--- src/rtl/cla_pkg.sv ---
// Package: cla_pkg
// Shared types and elaboration helpers for the pipelined CLA adder.
package cla_pkg;

  typedef enum logic {
    ADD = 1'b0,
    SUB = 1'b1
  } cla_mode_e;

  // Control part of the per-stage record; data slices live in the top.
  typedef struct packed {
    logic valid;
    logic c;
    logic cout;
    logic ovf;
  } cla_flags_t;

  function automatic int nb(input int w, input int blk);
    if (blk < 1) return 1;
    return w / blk;
  endfunction

  function automatic logic cfg_ok(input int w, input int blk);
    if (blk < 1) return 1'b0;
    if (w < blk) return 1'b0;
    return (w % blk) == 0;
  endfunction

endpackage

--- src/rtl/cla_block.sv ---
// Module: cla_block
// Combinational BLK-bit carry-lookahead block with group G/P outputs.
module cla_block #(
  parameter int BLK = 8
) (
  input  logic [BLK-1:0] a,
  input  logic [BLK-1:0] b,
  input  logic           cin,
  output logic [BLK-1:0] s,
  output logic           cout,
  output logic           cmsb,
  output logic           gg,
  output logic           gp
);

  logic [BLK-1:0] g;
  logic [BLK-1:0] p;
  logic [BLK:0]   c;

  assign g = a & b;
  assign p = a ^ b;

  // Every carry is a flat sum of products of g/p/cin, never a ripple chain.
  always_comb begin
    logic term;
    logic grp;
    term = 1'b0;
    grp  = 1'b0;
    c    = '0;
    c[0] = cin;
    for (int i = 1; i <= BLK; i++) begin
      term = cin;
      for (int j = 0; j < i; j++) term &= p[j];
      c[i] = term;
      for (int j = 0; j < i; j++) begin
        term = g[j];
        for (int m = j + 1; m < i; m++) term &= p[m];
        c[i] |= term;
      end
    end
    for (int j = 0; j < BLK; j++) begin
      term = g[j];
      for (int m = j + 1; m < BLK; m++) term &= p[m];
      grp |= term;
    end
    gg = grp;
  end

  assign gp   = &p;
  assign s    = p ^ c[BLK-1:0];
  assign cout = c[BLK];
  assign cmsb = c[BLK-1];

endmodule

--- src/rtl/pipelined_cla_adder.sv ---
// Module: pipelined_cla_adder
// Pipelined carry-lookahead add/sub resolving one BLK-bit block per stage.
module pipelined_cla_adder
  import cla_pkg::*;
#(
  parameter int W   = 32,
  parameter int BLK = 8
) (
  input  logic         clk,
  input  logic         rst_n,
  input  logic         in_valid,
  output logic         in_ready,
  input  logic [W-1:0] a,
  input  logic [W-1:0] b,
  input  logic         cin,
  input  logic         sub,
  output logic         out_valid,
  input  logic         out_ready,
  output logic [W-1:0] s,
  output logic         cout,
  output logic         ovf
);

  localparam int NB = nb(W, BLK);

  typedef struct packed {
    cla_flags_t   f;
    logic [W-1:0] a;
    logic [W-1:0] b;
    logic [W-1:0] sum;
  } stage_t;

  if (!cfg_ok(W, BLK)) begin : g_cfg_err
    $error("pipelined_cla_adder: W=%0d not a multiple of BLK=%0d", W, BLK);
  end

  stage_t            st [NB+1];
  logic              adv;
  cla_mode_e         mode;
  logic [NB-1:0]     bco;
  logic [NB-1:0]     bcm;
  logic [NB-1:0]     bgg;
  logic [NB-1:0]     bgp;
  logic [NB-1:0][BLK-1:0] bs;
  logic              unused_ok;

  assign adv      = !st[NB].f.valid || out_ready;
  assign in_ready = adv;
  assign mode     = sub ? SUB : ADD;

  for (genvar k = 0; k < NB; k++) begin : g_stage
    cla_block #(
      .BLK(BLK)
    ) u_blk (
      .a    (st[k].a[k*BLK +: BLK]),
      .b    (st[k].b[k*BLK +: BLK]),
      .cin  (st[k].f.c),
      .s    (bs[k]),
      .cout (bco[k]),
      .cmsb (bcm[k]),
      .gg   (bgg[k]),
      .gp   (bgp[k])
    );
  end

  // All stages move in lock-step on adv; a stall freezes the whole pipe.
  always_ff @(posedge clk or negedge rst_n) begin
    if (!rst_n) begin
      for (int k = 0; k <= NB; k++) st[k] <= '0;
    end else if (adv) begin
      st[0].f.valid <= in_valid;
      if (in_valid) begin
        st[0].a   <= a;
        st[0].b   <= (mode == SUB) ? ~b : b;
        st[0].f.c <= (mode == SUB) ? 1'b1 : cin;
      end
      for (int k = 0; k < NB; k++) begin
        st[k+1]                     <= st[k];
        st[k+1].sum[k*BLK +: BLK]   <= bs[k];
        st[k+1].f.c                 <= bco[k];
        st[k+1].f.cout              <= bco[k];
        st[k+1].f.ovf               <= bcm[k] ^ bco[k];
      end
    end
  end

  assign out_valid = st[NB].f.valid;
  assign s         = st[NB].sum;
  assign cout      = st[NB].f.cout;
  assign ovf       = st[NB].f.ovf;

  // Group G/P is kept for a future second lookahead level.
  assign unused_ok = ^{bgg, bgp, st[NB].a, st[NB].b, st[NB].f.c};

  property p_hold;
    @(posedge clk) disable iff (!rst_n)
      out_valid && !out_ready |=> out_valid && $stable({s, cout, ovf});
  endproperty
  a_hold: assert property (p_hold);

endmodule

--- config.mk ---
export PLATFORM = sky130hd
export DESIGN_NAME = pipelined_cla_adder
export DESIGN_NICKNAME = d
export VERILOG_FILES = /design/src/rtl/cla_pkg.sv /design/src/rtl/cla_block.sv /design/src/rtl/pipelined_cla_adder.sv
export SDC_FILE = /design/constraint.sdc
export NUM_CORES = 1
export LEC_CHECK = 0
export ABC_AREA = 1
export CORE_MARGIN = 10
export CORE_UTILIZATION = 25
export CTS_BUF_LIST = sky130_fd_sc_hd__clkbuf_16
export DETAILED_ROUTE_END_ITERATION = 6
export HOLD_SLACK_MARGIN = 0.08
export MAX_ROUTING_LAYER = met4
export RECOVER_POWER = 50
export SYNTH_ARGS = -nofsm -noshare
export SYNTH_HDL_FRONTEND = slang
export SYNTH_SLANG_ARGS = --single-unit
--- constraint.sdc ---
create_clock -name clk -period 4.8 [get_ports clk]
set_clock_uncertainty 0.1 [all_clocks]
set_input_delay 0.96 -clock clk [delete_from_list [all_inputs] [get_ports clk]]
set_output_delay 0.96 -clock clk [all_outputs]
set_load 0.005 [all_outputs]
# After elaboration in Yosys (flattened, before gate mapping)
# Cells that the tools add are included.
# W data, S select, Z words.
[classes]
mux = 3
bitwise = 302
reduce_logical = 3
[op_table]
columns = ["cell", "count"]
rows = [
  ["$and A1 B1 Y1", 144],
  ["$or A1 B1 Y1", 144],
  ["$xor A8 B8 Y8", 8],
  ["$and A8 B8 Y8", 4],
  ["$mux W32", 1],
  ["$not A32 Y32", 1],
  ["$mux W1", 2],
  ["$reduce_and A2 Y1", 1],
  ["$logic_not A1 Y1", 1],
  ["$logic_or A1 B1 Y1", 1],
  ["$xor A1 B1 Y1", 1],
]
[word_totals]
word_cells = 331
inputBits = 70
out_inout_bits = 36
reg_bits = 347

# Longest topological paths before layout
# Gate-level depths: netlist of run 1.
[logic_depth]
depth_word = 18
mapped_depth = 16
depth_no_buf = 16

# By module
# From an unflattened synthesis of run 1, not the netlist that was laid out.
[unflattened]
hier_cells = 1497
area_unflattened_um2 = 12075.3
[modules_own_cells]
columns = ["mod", "n_inst", "cells_each", "area_per_inst_um2", "seq_area_each_um2"]
rows = [
  ["pipelined_cla_adder", 1, 1203, 10186.0, 6281.0],
  ["cla_block (g_stage[2].u_blk ...)", 2, 74, 474.2, 0.0],
  ["cla_block (g_stage[1].u_blk)", 1, 75, 493.0, 0.0],
  ["cla_block (g_stage[0].u_blk)", 1, 71, 447.9, 0.0],
]

# Least setup slack after synthesis of run 1
# No wires, ideal clock.
[synth_timing]
path_type = "input port to output port"
startpoint = "input out_ready"
endpoint = "output in_ready"
t_arrival_ns = 1.657
cell_stages = 5
path_slack_ns = 2.083
required_ns = 3.740
n_path_buf = 3
path_cell_list = "nor2_4 inv_2 buf_2 buf_2 buf_2"
[synth_via]
elab_chain_cells = 1
[synth_lines]
columns = ["element", "line_no", "text"]
rows = [
  ["start, declared", "pipelined_cla_adder.sv:18", "input logic out_ready,"],
  ["$logic_or A1 B1 Y1", "pipelined_cla_adder.sv:47", "assign adv = !st[NB].f.valid || out_ready;"],
  ["end, declared", "pipelined_cla_adder.sv:12", "output logic in_ready,"],
]
# No other way between the ends.

# Final worst setup path of run 1
# Ends and elaborated chain as after synthesis.

==> results of run 1 <==
==> cells by family (layout without fill, tap and decap cells) <==
kind of cell / count (synthesis) / after routing
xor gates and xnor gates: 36 / 36
adders and majority gates: 40 / 40
DFF: 251 / 251
AOI/OAI and AO/OA: 132 / 132
and+or+nand+nor: 682 / 682
buffers and inverters: 178 / 237
==> power breakdown <==
part / leakage [nW] / total, mW / switching [mW] / internal [mW]
logic: 3.05 / 2.88 / 1.71 / 1.17
clock network: 0.385 / 1.86 / 0.808 / 1.05
registers: 3.10 / 3.50 / 0.477 / 3.02
==> state kept, by name, summed over array words and instances, names as in the netlist <==
signal     count
s             32
st           216
cout           1
ovf            1
out_valid      1
==> critical path: stages <==
cell	delay [ps]
dlygate4sd3_1	530
nor2_1	320
inv_6	250
clkdlybuf4s50_1	600
==> stage by stage <==
step / hold WS [ps] / utilization / power [mW]
detailed placement: 351 / 0.282 / 6.49
CTS: 346 / 0.299 / 8.40
global route: 393 / 0.298 / 9.01
finish: 364 / 0.298 / 8.24
floorplan: 323 / - / 5.67
global placement: 350 / 0.282 / 6.39
==> cell type report <==
| class | instances | area (um^2) | area share |
|---|---|---|---|
| tap | 600 | 751 | 0.0558 |
| multi-input combinational | 890 | 4230 | 0.314 |
| inverter | 81 | 309 | 0.0230 |
| clock buffer | 25 | 626 | 0.0465 |
| sequential | 251 | 6280 | 0.467 |
| timing repair buffer | 112 | 1110 | 0.0828 |
| clock inverter | 19 | 140 | 0.0104 |
==> cell usage in the layout, fill, tap and decap left out, drive strengths merged, types with 6 or more instances in the layout <==
| master | n |
|---|---|
| ha | 36 |
| clkdlybuf4s50 | 102 |
| xnor2 | 36 |
| dfrtp | 251 |
| o21ai | 130 |
| inv | 86 |
| nand2 | 563 |
| nand3 | 46 |
| buf | 6 |
| nor2 | 42 |
| nand4 | 19 |
| clkinv | 10 |
| nor3 | 7 |
| clkbuf | 28 |
==> routing by layer <==
| layer | part of all wire | GRT usage | up-vias |
|---|---|---|---|
| met1 | 0.52 | 0.135 | 3746 |
| li1 | - | - | 4188 |
| met4 | 0.018 | 0.0288 | 0 |
| met5 | 0 | - | - |
| met3 | 0.030 | 0.0127 | 28 |
| met2 | 0.44 | 0.147 | 113 |
==> worst max-delay path by stage <==
stage,startpoint,end,slack [ps],cells past startpoint
2_1_floorplan,out_ready,in_ready,2080,5
3_3_place_gp,out_ready,in_ready,1100,4
3_5_place_dp,out_ready,in_ready,1080,4
4_1_cts,out_ready,in_ready,1080,4
5_1_grt,rst_n,st[487],940,2
6_report,out_ready,in_ready,1030,4
==> metrics.txt, run 1 <==
kind of critical path=in2out; Post-CTS Setup Bufs=0; Reg2Reg Setup Slack=around 2400 ps; cts hold-fix bufs=0; WL/cell=12.9 um; largest family of logic cells by synthesized area=simple AND/OR/NAND/NOR gates; top_reg_cell synth=dfrtp_1; worst hold path depth=2; CP max FO=77; Yosys top cell by area=dfrtp_1; post-synthesis mux area share=0; CTS max path bufs=3; Final Hold Viols=0; Post-Layout Cell Count=between 1500 and 2000; simple-gate area share of the yosys netlist=0.240; EDFF count, synth=0; PnR worst setup slack=between 1000 and 1500 ps; Die ar.=54300 um^2; Cells after Synth=1319; r2r startpoint=out_valid; antenna violations before repair=0; Worst-path clk slew=60 ps; Placed Cells=~1900; Hold Crit Endpoint=s[9]; fmax=0.265 GHz; worst reg2reg path depth=6; post-synthesis compound-gate area fraction=0.0584; Port Buffers=around 110; XOR/XNOR Fraction of Synth Area=0.0278; largest net degree at the start of global routing=108; detailed-router iteration count before antenna repair=4; Pins Over Slew Limit=between 80 and 90; number of distinct library cells after synthesis=27; CTS HTree Levels=1; crit path DAT=between 2000 and 3000 ps; CTS tree=done; CTS buffer count=25; top post-synthesis cells by count=555 x nand2_1, 251 x dfrtp_1, 76 x inv_1; total global-route track usage=0.0975; Crit. End Element=primary output; grt total ovfl=0; Slew HR=-0.559; failing checks=capacitance limit, slew limit; setup TNS=0 ps; Core Area=45100 um^2; layout net count=1471; initial core utilization=0.252; unrepaired setup endpoints after global routing=false; Cell Area, Synth=11300 um^2; DRC=0; Max Cap Viol=1; Setup WS pre-CTS=roughly 1100 ps; Leak Pwr=approximately 6.5 nW; # IOs=106; critical path launch point type=input port; final wirelength=25500 um; final cycle utilization of the critical path=0.785; GP Congestion=around 0.78; clock sinks=roughly 250; # setup viols final=0; Hold Crit Start=st[109]; outcome=finished, violations left; Vias=8075; vias in the first global route=8096; Post-DP Area=between 10000 and 15000 um^2; synth warn=24; post-route design area=roughly 13000 um^2; Skew-Pair Late Insertion Delay=between 500 and 600 ps; Tightest Hold Check Type=reg2reg; mean post-synth cell area=8.60 um^2; Tightest Pin Transition=around 2300 ps; Data required, critical path=3740 ps; # rows=about 80; fill count=4813; Die Y=233 um; Area growth, synth to finish=18.5%; Post-Synth Adder-Cell Area=0.0467; top-count cell post-synth=nand2_1; Mapped Nets=1429; first-pass GRT wire length=42300 um; # diodes=0; share of post-route cells with drive strength above 1=0.0414; DRT iter0 DRCs=494; Die Width=233 um; power per standard cell area=a little over 600 nW/um^2; Final ANT Viol Nets=0; Yosys reg bits=251; Synth async-reset ratio=1.00; area share of the largest cell type after synthesis=0.553; # resized after CTS=0; largest cells by area after synthesis=dfrtp_1 55%, nand2_1 18%, ha_1 4.0%; Final min period=3770 ps; final HPWL from detailed placement=17200 um; RR Endpoint=s[26]; Max VDD drop=around 0.26 mV; vias per inst=~4; clock root buffer=clkbuf_16; Seq/Total Area, Yosys=0.553
No activity file was read; power rests on OpenSTA's default activity.
==> run 2, diff against run 1 <==
Clock period 4.8 ns to 3.5 ns, I/O delays scaled along.
==> run 2 against run 1 <==
Net effect:
- the run still ends with capacitance limit, slew limit left
- wire length is 1.5% lower
- sequential power increased by 37%
- combinational power rose by 38%
- sequential cell count unchanged
- register-to-register slack lost 950 ps
- global-route usage shrank 0.11 points
- critical path type unchanged
- critical endpoint unchanged
==> metrics.txt, run 2 (synthesized netlist as in run 1, its figures left out) <==
area of the multi-input gates=4230 um^2 (unchanged); final HPWL from detailed placement=16800 um (-2.0%); fmax=0.341 GHz; WL/cell=12.7 um (-1.8%); Setup WS pre-CTS=650 ps (-430 ps); most frequent cells in the layout=556 x nand2_1, 251 x dfrtp_1, 102 x clkdlybuf4s50_1, 79 x inv_1, 75 x o21ai_0; Post-DP Area=12800 um^2 (+0.37%); first-pass GRT wire length=42200 um (-0.28%); GP Congestion=0.773 (-1.2%); Leak Pwr=6.58 nW (+0.63%); Max VDD drop=0.388 mV (+47%); total global-route track usage=0.0964 (-0.00113); clock sinks=251 (unchanged); Area growth, synth to finish=19.5%; CTS tree=done; Largest Register=st; PnR worst setup slack=570 ps (-460 ps); clock root buffer=clkbuf_16; detailed-router iteration count before antenna repair=7 (+3); Core Area=45100 um^2 (unchanged); unrepaired setup endpoints after global routing=false; CTS HTree Levels=1 (unchanged); Tightest Hold Check Type=reg2reg; CP max FO=17 (-78%); Final min period=2930 ps; Tightest Pin Transition=2030 ps (-311 ps); largest net degree at the start of global routing=190 (+76%); Data required, critical path=2700 ps (-1040 ps); leading cell type in the layout, fill and taps excluded=nand2_1; vias per inst=4.07 (-0.36%); Post-CTS Setup Bufs=0 (unchanged); setup TNS=0 ps (unchanged); outcome=finished, violations left; Vias=8070 (-0.062%); Die Width=233 um (unchanged); # rows=78 (unchanged); initial core utilization=0.252 (unchanged); cts hold-fix bufs=1 (+1); CTS buffer count=25 (unchanged); # diodes=0 (unchanged); final wirelength=25100 um (-1.5%); Worst-path clk slew=60 ps (about the same); Die ar.=54300 um^2 (unchanged); layout net count=1475 (+0.27%); Crit. End Element=primary output; DRT iter0 DRCs=417 (-16%); Sequential Area=6280 um^2 (unchanged); kind of critical path=in2out; share of post-route cells with drive strength above 1=0.0477 (+0.00632); Final ANT Viol Nets=0 (unchanged); # IOs=106 (unchanged); power per standard cell area=844 nW/um^2 (+38%); fill count=4823 (+0.21%); failing checks=capacitance limit, slew limit; final cycle utilization of the critical path=0.837; critical path launch point type=input port; vias in the first global route=8310 (+2.6%); Largest register FFs=216 (unchanged); Die Y=233 um (unchanged); # setup viols final=0 (unchanged); # resized after CTS=0 (unchanged); CTS max path bufs=3 (unchanged); Max Cap Viol=1 (unchanged); Pins Over Slew Limit=75 (-15%); Skew-Pair Late Insertion Delay=530 ps (about the same); crit path DAT=2130 ps (-580 ps); grt total ovfl=0 (unchanged); DRC=0 (unchanged); Slew HR=-0.351 (+0.207); post-route design area=13600 um^2 (+0.82%); Port Buffers=105 (unchanged); Final Hold Viols=0 (unchanged); antenna violations before repair=0 (unchanged)
## run 2: changes by cell type in the layout (fill, tap and decap cells not counted), sizes merged
cell / before / now
clkinv: 10 / 9
buf: 6 / 9
bufinv: 2 / 3
dlygate4sd3: 1 / 2
clkinvlp: 2 / 4
## run 2: worst max-delay path, stage by stage
cell and delay [ps]:
dlygate4sd3_1 580, nor2_4 250, inv_6 120, clkdlybuf4s50_1 470
## run 2: power breakdown
part | switching (mW) | total, mW | internal [mW] | leakage [nW]
Combinational | 2.36 | 3.98 | 1.62 | 3.08
Sequential | 0.646 | 4.79 | 4.14 | 3.10
Clock | 1.14 | 2.67 | 1.53 | 0.402
Total | 4.15 | 11.4 | 7.30 | 6.58
## run 2: path summary, 6_finish.rpt
path                       startpoint       end  slack, ps  cells past startpoint
max                         out_ready  in_ready        570                      4
min                           st[258]   st[158]        360                      2
max reg2reg                   st[340]   st[215]       1410                     16
min reg2reg                   st[258]   st[158]        360                      2
max in group asynchronous       rst_n     s[10]        840                      3
min in group asynchronous       rst_n     s[28]       1160                      2
## run 2: layout make-up
type | instances | area share
Timing Repair Buffer | 116 | 0.0864
Sequential cell | 251 | 0.463
Tap cell | 600 | 0.0554
Clock buffer | 25 | 0.0461
Multi-Input combinational cell | 890 | 0.312
Clock inverter | 21 | 0.0142
Inverter | 81 | 0.0228
## run 2: per-layer routing
layer | global-route usage | wire length [um] | vias to the layer above
li1 | - | - | 4184
met2 | 0.148 | 11000 | 112
met4 | 0.0278 | 471 | 0
met5 | - | 0 | -
met1 | 0.129 | 12800 | 3741
met3 | 0.0153 | 815 | 33
## run 2: through the flow
stage | instances | hold WS, ps | util | total power, mW
after floorplan | 1319 | 304 | - | 7.77
after global placement | 1937 | 343 | 0.283 | 8.79
after detailed placement | 1937 | 353 | 0.283 | 8.90
after CTS | 1984 | 365 | 0.301 | 11.7
after global routing | 1984 | 379 | 0.301 | 12.5
final | 1984 | 363 | 0.301 | 11.4
==> run 3, diff against run 2 <==
Clock period 3.5 ns to 2.7 ns, I/O delays scaled along.
==> run 3 against run 2 <==
Net effect:
- the run still ends with capacitance limit, slew limit left
- sequential power rose by 30%
- wire length rose by 2.0%
- combinational power rose by 30%
- worst setup slack got worse by 310 ps
- global-route usage rose by 0.14 points
- die area did not move
- via count rose by 0.98%
- first-iteration DRC count rose by 27%
- largest cell class unchanged
- highest routed layer unchanged
==> metrics.txt, run 3 (synthesized netlist as in run 1, its figures left out) <==
Core Area=45100 um^2 (unchanged); final cell utilization of the core=0.302 (+0.00119); WL/cell=12.9 um (+1.8%); layout net count=1480 (+0.34%); Leak Pwr=6.61 nW (+0.56%); Largest Register=st; Tightest Hold Check Type=reg2reg; final wirelength=25600 um (+2.0%); setup TNS=0 ps (unchanged); CTS HTree Levels=1 (unchanged); share of post-route cells with drive strength above 1=0.0476 (-0.0000688); leading cell type in the layout, fill and taps excluded=nand2_1; vias per inst=4.10 (+0.83%); Largest register FFs=216 (unchanged); Max Cap Viol=1 (unchanged); failing checks=capacitance limit, slew limit; Tightest Pin Transition=1620 ps (-408 ps); Pins Over Slew Limit=63 (-16%); first-pass GRT wire length=42700 um (+1.3%); Die Width=233 um (unchanged); Die ar.=54300 um^2 (unchanged); total global-route track usage=0.0979 (+0.00145); clock root buffer=clkbuf_16; CTS max path bufs=3 (unchanged); Slew HR=-0.0791 (+0.272); DRC=0 (unchanged); Final Hold Viols=0 (unchanged); critical path launch point type=input port; clock sinks=251 (unchanged); cell mode on critical path=clkdlybuf4s50_1; CTS buffer count=25 (unchanged); final cycle utilization of the critical path=0.905; DRT iter0 DRCs=530 (+27%); Post-CTS Setup Bufs=0 (unchanged); GP Congestion=0.785 (+1.5%); final HPWL from detailed placement=17500 um (+4.3%); crit path DAT=1800 ps (-330 ps); # setup viols final=0 (unchanged); antenna violations before repair=1 (+1); # rows=78 (unchanged); Worst path slowest cell=clkdlybuf4s50_1; Data required, critical path=2060 ps (-640 ps); outcome=finished, violations left; power per standard cell area=1100 nW/um^2 (+31%); grt total ovfl=0 (unchanged); most frequent cells in the layout=556 x nand2_1, 251 x dfrtp_1, 103 x clkdlybuf4s50_1, 78 x inv_1, 75 x o21ai_0; largest net degree at the start of global routing=106 (-44%); unrepaired setup endpoints after global routing=false; initial core utilization=0.252 (unchanged); CP max FO=4 (-13); Crit. End Element=primary output; Worst-path clk slew=60 ps (about the same); Final min period=2440 ps; Area growth, synth to finish=20.0%; Die Y=233 um (unchanged); vias in the first global route=8298 (-0.14%); detailed-router iteration count before antenna repair=5 (-2); Port Buffers=105 (unchanged); # IOs=106 (unchanged); crit-path cells=clkdlybuf4s50_1 > nor2_1 > inv_6 > clkdlybuf4s50_1; Final ANT Viol Nets=0 (unchanged); Skew-Pair Late Insertion Delay=530 ps (about the same); Vias=8149 (+0.98%); Max VDD drop=0.448 mV (+15%); Reg2Reg Setup Slack=390 ps (-1020 ps); CP peak stage delay=500 ps (-80 ps); CTS tree=done; kind of critical path=in2out; fmax=approximately 0.41 GHz
run 3: report_power, final:
group	switching (mW)	total, mW	internal [mW]	leakage [nW]
Combinational	3.06	5.17	2.11	3.10
Sequential	0.864	6.24	5.37	3.10
Clock	1.46	3.61	2.16	0.417
run 3: worst max-delay path: cells and delay by family:
family | cells | cell delay, ps
buf+inv | 3 | 980
simple gates | 1 | 280
run 3: path summary, 6_finish.rpt:
path,start,end,depth (start not counted)
min,st[199],out_valid,2
max,out_ready,in_ready,4
max reg2reg,out_valid,st[255],6
min in group asynchronous,rst_n,ovf,2
max in group asynchronous,rst_n,st[303],3
min reg2reg,st[199],out_valid,2
run 3: cell type report:
class / count / area (um^2)
inverter: 81 / 309
antenna: 1 / 2.50
fill: 4787 / 31500
sequential: 251 / 6280
multi-input combinational: 890 / 4220
timing repair buffer: 121 / 1210
tap: 600 / 751
clock buffer: 25 / 626
clock inverter: 18 / 214
run 3: through the flow:
stage	instances	worst slack, ps	hold slack [ps]	total power, mW	area (um^2)
finish	1987	257	349	15.0	13600
global route	1987	148	378	16.4	13600
CTS	1986	268	352	15.3	13700
detailed placement	1942	200	336	11.6	12800
global placement	1942	221	344	11.4	12800
floorplan	1319	762	144	10.1	11300
run 3: timing repair:
item / in CTS / in global routing
endpoints found under the hold margin: 60 / 0
hold buffers: 1 / 0
resized for setup: 0 / 0
run 3: layer usage:
metal  GRT usage  vias up  share of wire
li1            -     4211              -
met2       0.152      115           0.45
met1       0.130     3787           0.50
met4      0.0284        0          0.019
met5           -        -              0
met3      0.0150       36          0.035
